## src/rtl/pipe_ctrl_pkg.sv

```systemverilog
// pipe_ctrl_pkg: stall codes, exception codes, reset level and FSM states
// shared by the pipeline controller and its watchdog.
package pipe_ctrl_pkg;
    localparam logic RstLevel = 1'b0;
    localparam logic [5:0] StallMem  = 6'b011111;
    localparam logic [5:0] StallEx   = 6'b001111;
    localparam logic [5:0] StallId   = 6'b000111;
    localparam logic [5:0] StallIf   = 6'b000111;
    localparam logic [5:0] StallNone = 6'b000000;
    localparam logic [31:0] ExcEret    = 32'h0000000e;
    localparam logic [31:0] ExcInt     = 32'h00000001;
    localparam logic [31:0] ExcSyscall = 32'h00000008;
    localparam logic [31:0] ExcInvalid = 32'h0000000a;
    localparam logic [31:0] ExcTrap    = 32'h0000000d;
    localparam logic [31:0] ExcOv      = 32'h0000000c;
    typedef enum logic {PipeRun = 1'b0, PipeFlush = 1'b1} pipe_state_e;
    // Later stages win so an earlier stage never advances into a stopped one.
    function automatic logic [5:0] stall_code(input logic req_if, input logic req_id,
                                              input logic req_ex, input logic req_mem);
        return req_mem ? StallMem : req_ex ? StallEx : req_id ? StallId : req_if ? StallIf : StallNone;
    endfunction
endpackage

```

## src/rtl/pipe_stall_watchdog.sv

```systemverilog
// pipe_stall_watchdog: saturating count of consecutive stalled cycles with a
// sticky timeout flag; timeout_clr beats a simultaneous set.
module pipe_stall_watchdog
    import pipe_ctrl_pkg::*;
#(
    parameter int STALL_TIMEOUT = 1024,
    parameter int CNT_W         = 16
) (
    input  logic clk,
    input  logic rst,
    input  logic stalled,
    input  logic clear,
    input  logic timeout_clr,
    output logic stall_timeout
);
    logic [CNT_W-1:0] cnt;
    always_ff @(posedge clk) begin
        if (rst == RstLevel) begin
            cnt           <= '0;
            stall_timeout <= 1'b0;
        end else begin
            cnt           <= clear ? '0 : (stalled && cnt != '1) ? cnt + CNT_W'(1) : cnt;
            stall_timeout <= timeout_clr ? 1'b0 :
                             (stalled && cnt == CNT_W'(STALL_TIMEOUT - 1)) ? 1'b1 : stall_timeout;
        end
    end
endmodule

```

## src/rtl/pipe_ctrl.sv

```systemverilog
// pipe_ctrl: pipeline stall/flush controller with multi-cycle flush sequencer,
// stall watchdog and saturating exception counter.
module pipe_ctrl
    import pipe_ctrl_pkg::*;
#(
    parameter int          FLUSH_CYCLES  = 1,
    parameter logic [31:0] EXC_VECTOR    = 32'h00000020,
    parameter int          STALL_TIMEOUT = 1024,
    parameter int          CNT_W         = 16
) (
    input  logic             clk,
    input  logic             rst,
    input  logic             stallreq_from_if,
    input  logic             stallreq_from_id,
    input  logic             stallreq_from_ex,
    input  logic             stallreq_from_mem,
    input  logic [31:0]      excepttype_i,
    input  logic [31:0]      cp0_epc_i,
    input  logic             timeout_clr,
    output logic [5:0]       stall,
    output logic             flush,
    output logic [31:0]      new_pc,
    output logic             flush_busy,
    output logic [CNT_W-1:0] exc_count,
    output logic             stall_timeout
);
    pipe_state_e state;
    logic [3:0]  cnt;
    logic [31:0] new_pc_q;
    logic        active;
    logic        exc;
    logic        leave;
    always_comb begin
        active = rst != RstLevel;
        exc    = state == PipeRun && excepttype_i != 32'h0;
        leave  = state == PipeFlush && cnt == 4'd1;
        flush  = active && (exc || state == PipeFlush);
        stall  = (!active || flush) ? StallNone :
                 stall_code(stallreq_from_if, stallreq_from_id, stallreq_from_ex, stallreq_from_mem);
        new_pc = !flush ? 32'h0 : state == PipeFlush ? new_pc_q :
                 excepttype_i == ExcEret ? cp0_epc_i : EXC_VECTOR;
    end
    always_ff @(posedge clk) begin
        if (rst == RstLevel) begin
            state      <= PipeRun;
            cnt        <= 4'd0;
            new_pc_q   <= 32'h0;
            flush_busy <= 1'b0;
            exc_count  <= '0;
        end else if (state == PipeRun) begin
            if (exc) begin
                new_pc_q   <= new_pc;
                cnt        <= 4'(FLUSH_CYCLES - 1);
                exc_count  <= exc_count != '1 ? exc_count + CNT_W'(1) : exc_count;
                state      <= FLUSH_CYCLES > 1 ? PipeFlush : PipeRun;
                flush_busy <= FLUSH_CYCLES > 1;
            end
        end else begin
            cnt <= cnt - 4'd1;
            if (leave) begin
                state      <= PipeRun;
                flush_busy <= 1'b0;
            end
        end
    end
    pipe_stall_watchdog #(.STALL_TIMEOUT(STALL_TIMEOUT), .CNT_W(CNT_W)) u_wdog (
        .clk          (clk),
        .rst          (rst),
        .stalled      (active && state == PipeRun && !exc && stall != StallNone),
        .clear        (stall == StallNone || flush || leave),
        .timeout_clr  (timeout_clr),
        .stall_timeout(stall_timeout)
    );
endmodule

```

## config.mk

```make
export PLATFORM = sky130hd
export DESIGN_NAME = pipe_ctrl
export DESIGN_NICKNAME = d
export VERILOG_FILES = /design/src/rtl/pipe_ctrl_pkg.sv /design/src/rtl/pipe_stall_watchdog.sv /design/src/rtl/pipe_ctrl.sv
export SDC_FILE = /design/constraint.sdc
export NUM_CORES = 1
export LEC_CHECK = 0
export BUFFER_PORTS_ARGS = -buffer_cell sky130_fd_sc_hd__buf_4
export CORE_MARGIN = 4
export CORE_UTILIZATION = 40
export CTS_CLUSTER_SIZE = 40
export DETAILED_ROUTE_END_ITERATION = 16
export PLACE_DENSITY = 0.67
export SLEW_MARGIN = 20
export SYNTH_ARGS = -nofsm -noshare
export SYNTH_HDL_FRONTEND = slang
export SYNTH_SLANG_ARGS = --single-unit
```

## constraint.sdc

```tcl
create_clock -name clk -period 3.3 [get_ports clk]
set_input_delay 0.66 -clock clk [delete_from_list [all_inputs] [get_ports clk]]
set_output_delay 0.66 -clock clk [all_outputs]
set_load 0.1 [all_outputs]
```

==> flow_metrics.py, run 1 <==
metrics = {
    "global_routing": {
        "busiest_layer": "met2",
        "first_global_vias": 3376,
        "overflow": 0,
        "grt_pass1_wl_mm": 16.2,
        "antenna_found_initial": 0,
        "grt_max_degree": 33,
        "grt_usage_pct": 19.7,
        "use_met3_pct": 4.84,
        "use_met2_pct": 32.6,
        "use_met1_pct": 25.4,
    },
    "synth": {
        "async_flop_share_pct": 0,
        "synth-warning-count": 0,
        "synth_seq_cells": 70,
        "synthTopCellsByArea": "dfxtp_1, a22o_1, a22oi_1, nor2_1, nand3_1",
        "synth_top_area_cell": "dfxtp_1",
        "syn-cell-area_um2": 3440,
        "ys_seq_area_share_pct": 40.7,
        "synth.distinct_cells": 49,
        "syn_inst": 393,
        "ys.flop_type": "dfxtp_1",
        "syn_area_per_cell_um2": 8.75,
        "yosysTopAreaCellShare_pct": 40.7,
        "synth_edf_count": 0,
    },
    "pwr": {
        "pwr_density_cell_nw_per_um2": 357,
        "leakage_nw": 1.88,
        "clkPwrFrac_pct": 43.0,
        "pwr-share-comb_pct": 9.5,
        "power_mw": 1.79,
        "power_switching_mw": 0.427,
        "ir_drop_mv": 0.219,
        "seqPwrFrac_pct": 47.5,
        "sw_frac_of_total_pct": 23.8,
        "p_int_mw": 1.37,
    },
    "timing": {
        "report.final.slew_viol_count": 0,
        "skew_ps": 4.01,
        "period_share_pct": 96.6,
        "finalHoldViolations": 0,
        "slew-limit-headroom_pct": 41.6,
        "period_minus_slack_ps": 3190,
        "fmax_mhz": 314,
        "tightest_slew_ps": 876,
        "setup_violations": 0,
    },
    "cts": {
        "ctsHoldBuffers": 0,
        "clkTransAtPathRegs_ps": 70,
        "cts_buffer_depth": 2,
        "worst_skew_pair.late_latency_ps": 330,
        "ctsHtreeMaxLevel": 3,
        "cts-buffers-inserted": 9,
        "cts_tree": "yes",
        "numClockSinks": 70,
        "cts_root_buf": "clkbuf_8",
    },
    "worst_setup_path": {
        "path_cells": "buf_4 -> nor4_1 -> nand4_1 -> or3_4 -> o21ai_4 -> buf_12 -> nor3_2 -> buf_4",
        "cpMostUsedCell": "buf_4",
        "cp-start-kind": "input port",
        "worstPathRequired_ps": 2640,
        "crit_type": "input port to primary output",
        "regToRegSetupSlack_ps": 930,
        "cpMaxStageDelayCell": "or3_4",
        "timing.rr.start": "exc_count[0]",
        "cp-end-kind": "primary output",
        "startpoint": "excepttype_i[0]",
        "cpPeakStageDelay_ps": 450,
        "critPathArrivalTime_ps": 2530,
        "cp_max_fo": 22,
    },
    "floorplan": {
        "die_x_um": 101,
        "start_util_pct": 41.4,
        "std_cell_rows": 33,
        "io_pins": 128,
        "die_h_um": 101,
        "die-area_um2": 10100,
        "coreArea_um2": 8300,
    },
    "placed_design": {
        "gp_congestion": 0.781,
        "port_buffers": 125,
        "place_area_um2": 4780,
        "hpwlAfterDp_mm": 7.32,
    },
    "drt": {
        "viasPerCell": 5.55,
        "dr.pass1.iters": 4,
        "wl_per_cell_um": 15.8,
        "dr.first_iter.drc_count": 138,
        "num_vias": 3468,
        "routed_wl_mm": 9.89,
        "drc": 0,
        "ant_nets": 0,
    },
    "worst_hold_path": {
        "hold_path_class": "flip-flop to flip-flop",
        "hold_start": "new_pc_q[7]",
    },
    "job": {
        "maxCapViolations": 0,
    },
    "layout": {
        "syn2layout_area_growth_pct": 46.0,
        "final_area_um2": 5020,
        "antenna_cells": 0,
        "drive_gt1_share_pct": 38.7,
        "layout.nets": 590,
    },
    "run_status": {
        "outcome": "completed",
    },
}
-- power by group through the flow --
stage | combinational [mW] | sequential, mW | clock, mW
floorplan | 0.0591 | 0.894 | 0
global placement | 0.169 | 0.871 | 0
detailed placement | 0.171 | 0.872 | 0
CTS | 0.172 | 0.852 | 0.779
global route | 0.182 | 0.853 | 0.819
finish | 0.170 | 0.852 | 0.772
-- what timing repair did --
action | CTS | global route
setup buffers | 0 | 0
hold endpoints to repair | 0 | 0
resized for setup | 1 | 4
endpoints found under the setup margin | 33 | 4
-- cell usage after synthesis, types with 7 or more instances --
| master | number |
|---|---|
| nor4_1 | 12 |
| dfxtp_1 | 70 |
| a22o_1 | 31 |
| or4_1 | 8 |
| buf_4 | 10 |
| buf_2 | 8 |
| nand2_1 | 21 |
| o31ai_1 | 9 |
| a22oi_1 | 31 |
| mux2i_1 | 7 |
| and4_1 | 7 |
| nand2b_1 | 9 |
| clkbuf_1 | 12 |
| nand3_1 | 18 |
| a21oi_1 | 16 |
| nor2_1 | 51 |
-- sequential cells by signal, summed over array words and instances (netlist names) --
| signal | flops |
|---|---|
| state | 1 |
| exc_count | 16 |
| u_wdog.cnt | 16 |
| cnt | 4 |
| new_pc_q | 32 |
| u_wdog.stall_timeout | 1 |
-- worst paths after layout --
| kind | endpoint | depth (start not counted) |
|---|---|---|
| max | new_pc[5] | 8 |
| min | new_pc_q[7] | 1 |
| max reg2reg | exc_count[13] | 6 |
| min reg2reg | new_pc_q[7] | 1 |
-- kinds of logic (layout without fill, tap and decap cells) --
family / Yosys count / after routing / synth area share, %
fa+ha+maj: 4 / 4 / 1.46
xor+xnor: 11 / 11 / 2.80
other cells: 1 / 2 / 0.109
flops: 70 / 70 / 40.7
mux: 7 / 7 / 2.04
compound gates: 104 / 104 / 22.7
simple gates: 158 / 158 / 24.4
buf+inv: 38 / 164 / 5.75
-- placed cells by master, fill, tap and decap left out, drive strengths merged, types with 4 or more instances in the layout --
cell	n
buf	141
dfxtp	70
nor2	51
a22oi	31
a22o	31
nand2	21
nand3	19
a21oi	17
nor4	13
clkbuf	11
nand2b	9
o31ai	9
or4	8
and4	7
mux2i	7
nor3	7
nand4	6
and3	6
xor2	6
inv	6
xnor2	5
o21ai	5
clkinvlp	4
ha	4
or3	4
-- per-layer routing --
| layer | up-vias | wire length (µm) |
|---|---|---|
| met3 | 9 | 709 |
| met5 | - | 0 |
| met4 | 0 | 107 |
| li1 | 1712 | - |
| met1 | 1630 | 4360 |
| met2 | 117 | 4720 |
-- final cells by class --
type                       count  area [µm²]
clock inverter                 5        82.6
fill                         735        3280
multi-input combinational    286        2120
sequential                    70        1400
timing repair buffer         141        1120
clock buffer                  11         141
inverter                       7        30.0
tap                          105         131
-- metrics by stage --
stage	util [%]	setup WS, ps	TNS (ps)	cells	hold slack [ps]
5_1_grt	60.5	-7.46	-7.46	625	500
3_5_place_dp	57.6	-31.0	-430	609	464
6_report	60.5	112	0	625	485
3_3_place_gp	57.6	-53.0	-323	609	461
4_1_cts	60.3	74.3	0	625	487
2_1_floorplan	-	-17.6	-17.6	394	450
-- worst max-delay path: cells and delay by family --
family          cells  cell delay [ps]
compound gates      1              200
buf+inv             3              630
simple gates        4             1020
Note: power is estimated with default switching activity, not from simulation.
==> run 2, diff against run 1 <==
- clock period: 3.3 -> 4 ns (I/O delays scaled with it)
==> flow_metrics.py, run 2 (synthesis gave the netlist of run 1 again) <==
metrics = {
    "cts": {
        "cts_root_buf": "clkbuf_8",
        "cts_resized": 0,
        "postCtsSetupRepairBufs": 0,
        "ctsHtreeMaxLevel": 3,
        "clkTransAtPathRegs_ps": 70,
        "worst_skew_pair.late_latency_ps": 330,
        "cts-buffers-inserted": 9,
        "cts_tree": "yes",
        "ctsHoldBuffers": 0,
        "numClockSinks": 70,
        "cts_buffer_depth": 2,
    },
    "worst_setup_path": {
        "path_buf_inv": 3,
        "critPathArrivalTime_ps": 2690,
        "cpMaxStageDelayCell": "or3_4",
        "ff2ff_path_depth": 3,
        "worstPathRequired_ps": 3200,
        "cp_max_fo": 20,
        "timing.rr.start": "state",
        "cp_top_family": "simple AND/OR/NAND/NOR gates",
        "path_cells": "buf_4 -> nor4_1 -> nand4_1 -> or3_4 -> o21ai_4 -> buf_4 -> nor2_1 -> buf_4",
        "cpMostUsedCell": "buf_4",
        "cpPeakStageDelay_ps": 470,
        "cp-end-kind": "primary output",
        "crit_type": "input port to primary output",
        "cp-start-kind": "input port",
        "regToRegSetupSlack_ps": 1650,
        "rr_endpoint": "new_pc_q[14]",
    },
    "placed_design": {
        "dp.cells": 603,
        "detailedPlace.worstSlack_ps": 514,
        "gp_congestion": 0.794,
        "hpwlAfterDp_mm": 6.86,
        "port_buffers": 125,
    },
    "timing": {
        "slew-limit-headroom_pct": 44.0,
        "setup_violations": 0,
        "tightest_slew_ps": 839,
        "hold_ws_ps": 488,
        "fin_ws_ps": 510,
        "rsz0062_at_grt": "no",
        "tns_ps": 0,
        "period_minus_slack_ps": 3490,
        "skew_ps": 12.2,
        "finalHoldViolations": 0,
        "period_share_pct": 87.3,
        "report.final.slew_viol_count": 0,
        "fmax_mhz": 286,
    },
    "drt": {
        "routed_wl_mm": 9.41,
        "dr.pass1.iters": 5,
        "drc": 0,
        "dr.first_iter.drc_count": 156,
        "ant_nets": 0,
        "num_vias": 3441,
        "route.met3.wl_um": 564,
        "met1_length_mm": 4.13,
        "wl_per_cell_um": 15.2,
        "wl_met2_mm": 4.58,
        "routed.top_layer": "met4",
        "viasPerCell": 5.56,
    },
    "layout": {
        "regArea_um2": 1400,
        "most-common-layout-cells": "buf_4, dfxtp_1, a22oi_1, a22o_1, nor2_2",
        "multi_input_area_um2": 1950,
        "largest_reg_flops": 32,
        "fillers": 780,
        "syn2layout_area_growth_pct": 38.3,
        "antenna_cells": 0,
        "regMostFlops": "new_pc_q",
        "fin_cells": 619,
        "biggestRegsByFlops": "new_pc_q (32), exc_count (16), u_wdog.cnt (16)",
        "layout.nets": 584,
        "layout_commonest_cell": "buf_4",
        "drive_gt1_share_pct": 37.2,
    },
    "worst_hold_path": {
        "holdPathEnd": "cnt[3]",
        "hold_start": "cnt[3]",
        "holdPathStages": 1,
        "hold_path_class": "flip-flop to flip-flop",
    },
    "floorplan": {
        "die_x_um": 101,
        "die_h_um": 101,
        "coreArea_um2": 8300,
        "start_util_pct": 41.4,
        "std_cell_rows": 33,
        "die-area_um2": 10100,
        "io_pins": 128,
    },
    "global_routing": {
        "grt_usage_pct": 18.1,
        "antenna_found_initial": 0,
        "grt_pass1_wl_mm": 15.1,
        "overflow": 0,
        "first_global_vias": 3211,
        "grt_max_degree": 33,
    },
    "pwr": {
        "leakage_nw": 1.84,
        "pwr_density_cell_nw_per_um2": 307,
        "ir_drop_mv": 0.130,
    },
    "run_status": {
        "outcome": "completed",
    },
    "job": {
        "maxCapViolations": 0,
    },
}
[run 2: changes by cell type in the layout (fill, tap and decap cells not counted), moves of 2 or more]
cell        before  now
buf_12           4    1
nor2_4          30    0
nor2_1          19   21
nor2_2           2   30
clkinvlp_4       4    2
buf_6            3    0
[run 2: worst reg2reg max path: cells and delay by family, from the launching register on]
kind	cells	cell delay, ps
flops	1	830
compound gates	2	1050
buf+inv	1	430
[run 2: metrics by stage]
step	util, %	area, µm²	total power, mW
after global placement	54.7	4540	0.848
after floorplan	-	3520	0.780
after global routing	57.3	4760	1.52
after detailed placement	54.7	4540	0.850
final	57.3	4760	1.46
after CTS	57.3	4760	1.47
[run 2: final cells by class]
class / instances / share of cell area, %
inverters: 7 / 0.552
multi-input cells: 286 / 41.0
clock inverters: 7 / 2.05
flip-flops and latches: 70 / 29.5
repair buffers: 135 / 21.6
well taps: 105 / 2.76
clock buffers: 9 / 2.60
[run 2: how the worst max path moves through the flow]
| stage | startpoint | endpoint | cells past startpoint |
|---|---|---|---|
| floorplan | excepttype_i[0] | stall[1] | 7 |
| CTS | excepttype_i[25] | new_pc[30] | 8 |
| finish | excepttype_i[25] | new_pc[30] | 8 |
| detailed placement | excepttype_i[16] | new_pc[30] | 8 |
| global placement | excepttype_i[9] | new_pc[7] | 9 |
| global route | excepttype_i[9] | new_pc[31] | 9 |
[run 2: layer usage]
| metal | track usage (%) | vias to the layer above |
|---|---|---|
| met5 | 0 | - |
| met4 | 6.63 | 0 |
| met3 | 3.46 | 10 |
| met2 | 29.3 | 101 |
| met1 | 23.8 | 1629 |
| li1 | - | 1701 |
[run 2: power breakdown]
| group | switching (mW) | internal (mW) | total (mW) |
|---|---|---|---|
| Sequential | 0.00336 | 0.699 | 0.703 |
| Clock | 0.273 | 0.353 | 0.626 |
| Combinational | 0.0731 | 0.0571 | 0.130 |
| Total | 0.349 | 1.11 | 1.46 |
==> run 3, diff against run 2 <==
- BUFFER_PORTS_ARGS: -buffer_cell sky130_fd_sc_hd__buf_4 -> default
- CORE_MARGIN: 4 -> 10
- CORE_UTILIZATION: 40 -> 50
- DONT_BUFFER_PORTS: default -> 1
- PLACE_DENSITY: 0.67 -> default
==> flow_metrics.py, run 3 (synthesis gave the netlist of run 1 again) <==
metrics = {
    "run_status": {
        "outcome": "completed",
    },
    "timing": {
        "slew-limit-headroom_pct": 24.4,
        "period_minus_slack_ps": 3550,
        "report.final.slew_viol_count": 0,
        "tns_ps": 0,
        "period_share_pct": 88.8,
        "fmax_mhz": 282,
        "rsz0062_at_grt": "no",
        "hold_ws_ps": 482,
        "skew_ps": 10.7,
        "finalHoldViolations": 0,
        "setup_violations": 0,
        "tightest_slew_ps": 1130,
    },
    "layout": {
        "syn2layout_area_growth_pct": 26.6,
        "biggestRegsByFlops": "new_pc_q (32), exc_count (16), u_wdog.cnt (16)",
        "multi_input_area_um2": 1960,
        "drive_gt1_share_pct": 24.7,
        "most-common-layout-cells": "dfxtp_1, nor2_2, a22oi_1, a22o_1, buf_4",
        "largest_reg_flops": 32,
        "layout.nets": 500,
        "fillers": 557,
        "layout_commonest_cell": "dfxtp_1",
        "regArea_um2": 1400,
        "fin_util_pct": 64.4,
        "fin_cells": 509,
        "regMostFlops": "new_pc_q",
        "antenna_cells": 0,
    },
    "worst_setup_path": {
        "path_cells": "nor4_1 -> nand4_1 -> or3_4 -> o21ai_4 -> buf_12 -> nor2_2 -> buf_4",
        "worstPathRequired_ps": 3200,
        "path_buf_inv": 2,
        "crit_type": "input port to primary output",
        "cpPeakStageDelay_ps": 550,
        "critPathArrivalTime_ps": 2750,
        "cp-end-kind": "primary output",
        "cp-start-kind": "input port",
        "cp_top_family": "simple AND/OR/NAND/NOR gates",
        "cp_max_fo": 33,
        "cpMaxStageDelayCell": "or3_4",
    },
    "global_routing": {
        "grt_usage_pct": 18.0,
        "overflow": 0,
        "antenna_found_initial": 0,
        "grt_max_degree": 34,
        "grt_pass1_wl_mm": 15.3,
        "first_global_vias": 3075,
    },
    "cts": {
        "cts_tree": "yes",
        "clkTransAtPathRegs_ps": 70,
        "cts_buffer_depth": 2,
        "cts-buffers-inserted": 9,
        "numClockSinks": 70,
        "ctsHoldBuffers": 0,
        "cts_root_buf": "clkbuf_8",
        "ctsHtreeMaxLevel": 3,
        "postCtsSetupRepairBufs": 0,
        "cts_resized": 0,
        "worst_skew_pair.late_latency_ps": 350,
    },
    "floorplan": {
        "std_cell_rows": 30,
        "die_h_um": 103,
        "die_x_um": 103,
        "io_pins": 128,
        "die-area_um2": 10600,
        "coreArea_um2": 6760,
        "start_util_pct": 50.9,
    },
    "pwr": {
        "ir_drop_mv": 0.155,
        "leakage_nw": 1.48,
        "pwr_density_cell_nw_per_um2": 295,
    },
    "drt": {
        "wl_per_cell_um": 19.2,
        "viasPerCell": 6.23,
        "dr.pass1.iters": 4,
        "drc": 0,
        "dr.first_iter.drc_count": 120,
        "ant_nets": 0,
        "routed_wl_mm": 9.76,
        "num_vias": 3172,
    },
    "placed_design": {
        "dp.cells": 494,
        "gp_congestion": 0.765,
        "hpwlAfterDp_mm": 7.02,
        "port_buffers": 0,
    },
    "job": {
        "maxCapViolations": 0,
    },
    "worst_hold_path": {
        "hold_path_class": "flip-flop to flip-flop",
    },
}
run 3: cell types whose count changed in the layout (fill, tap and decap cells not counted), sizes merged:
cell and delta:
clkinv -1, clkbuf +5, buf -84, inv -1, bufinv -2, clkinvlp -2
run 3: per-layer routing:
metal	vias up	GRT usage (%)	wire (µm)
met2	121	28.3	4600
met4	0	7.81	201
li1	1530	-	-
met5	-	0	0
met1	1503	21.8	3980
met3	18	6.17	972
run 3: cell type report:
type	instances	area share [%]
inverters	7	0.603
clock buffers	14	3.74
multi-input cells	286	45.1
repair buffers	51	16.0
clock inverters	1	0.115
well taps	80	2.30
flip-flops and latches	70	32.2
run 3: path summary, 6_finish.rpt:
path                     from             to  slack, ps  depth (start not counted)
max reg2reg     exc_count[10]  exc_count[13]       1200                          5
min              new_pc_q[11]   new_pc_q[11]        480                          1
min reg2reg      new_pc_q[11]   new_pc_q[11]        480                          1
max          excepttype_i[16]     new_pc[27]        450                          7
run 3: worst register-to-register path, cell delays in order, from the launching register on:
cell	delay (ps)
dfxtp_1	1080
and4_1	390
nand4_1	170
o2111ai_1	740
nor4_1	140
mux2i_1	160
run 3: power breakdown:
group / switching, mW / internal, mW
combinational: 0.0571 / 0.0139
clock: 0.257 / 0.256
sequential: 0.00188 / 0.700
run 3: per-stage QoR:
step | instance area [µm²] | power (mW) | worst slack (ps)
after floorplan | 3520 | 0.780 | 21.9
after global placement | 4190 | 0.788 | 444
after detailed placement | 4190 | 0.789 | 398
after CTS | 4350 | 1.30 | 402
after global routing | 4350 | 1.33 | 258
final | 4350 | 1.29 | 449
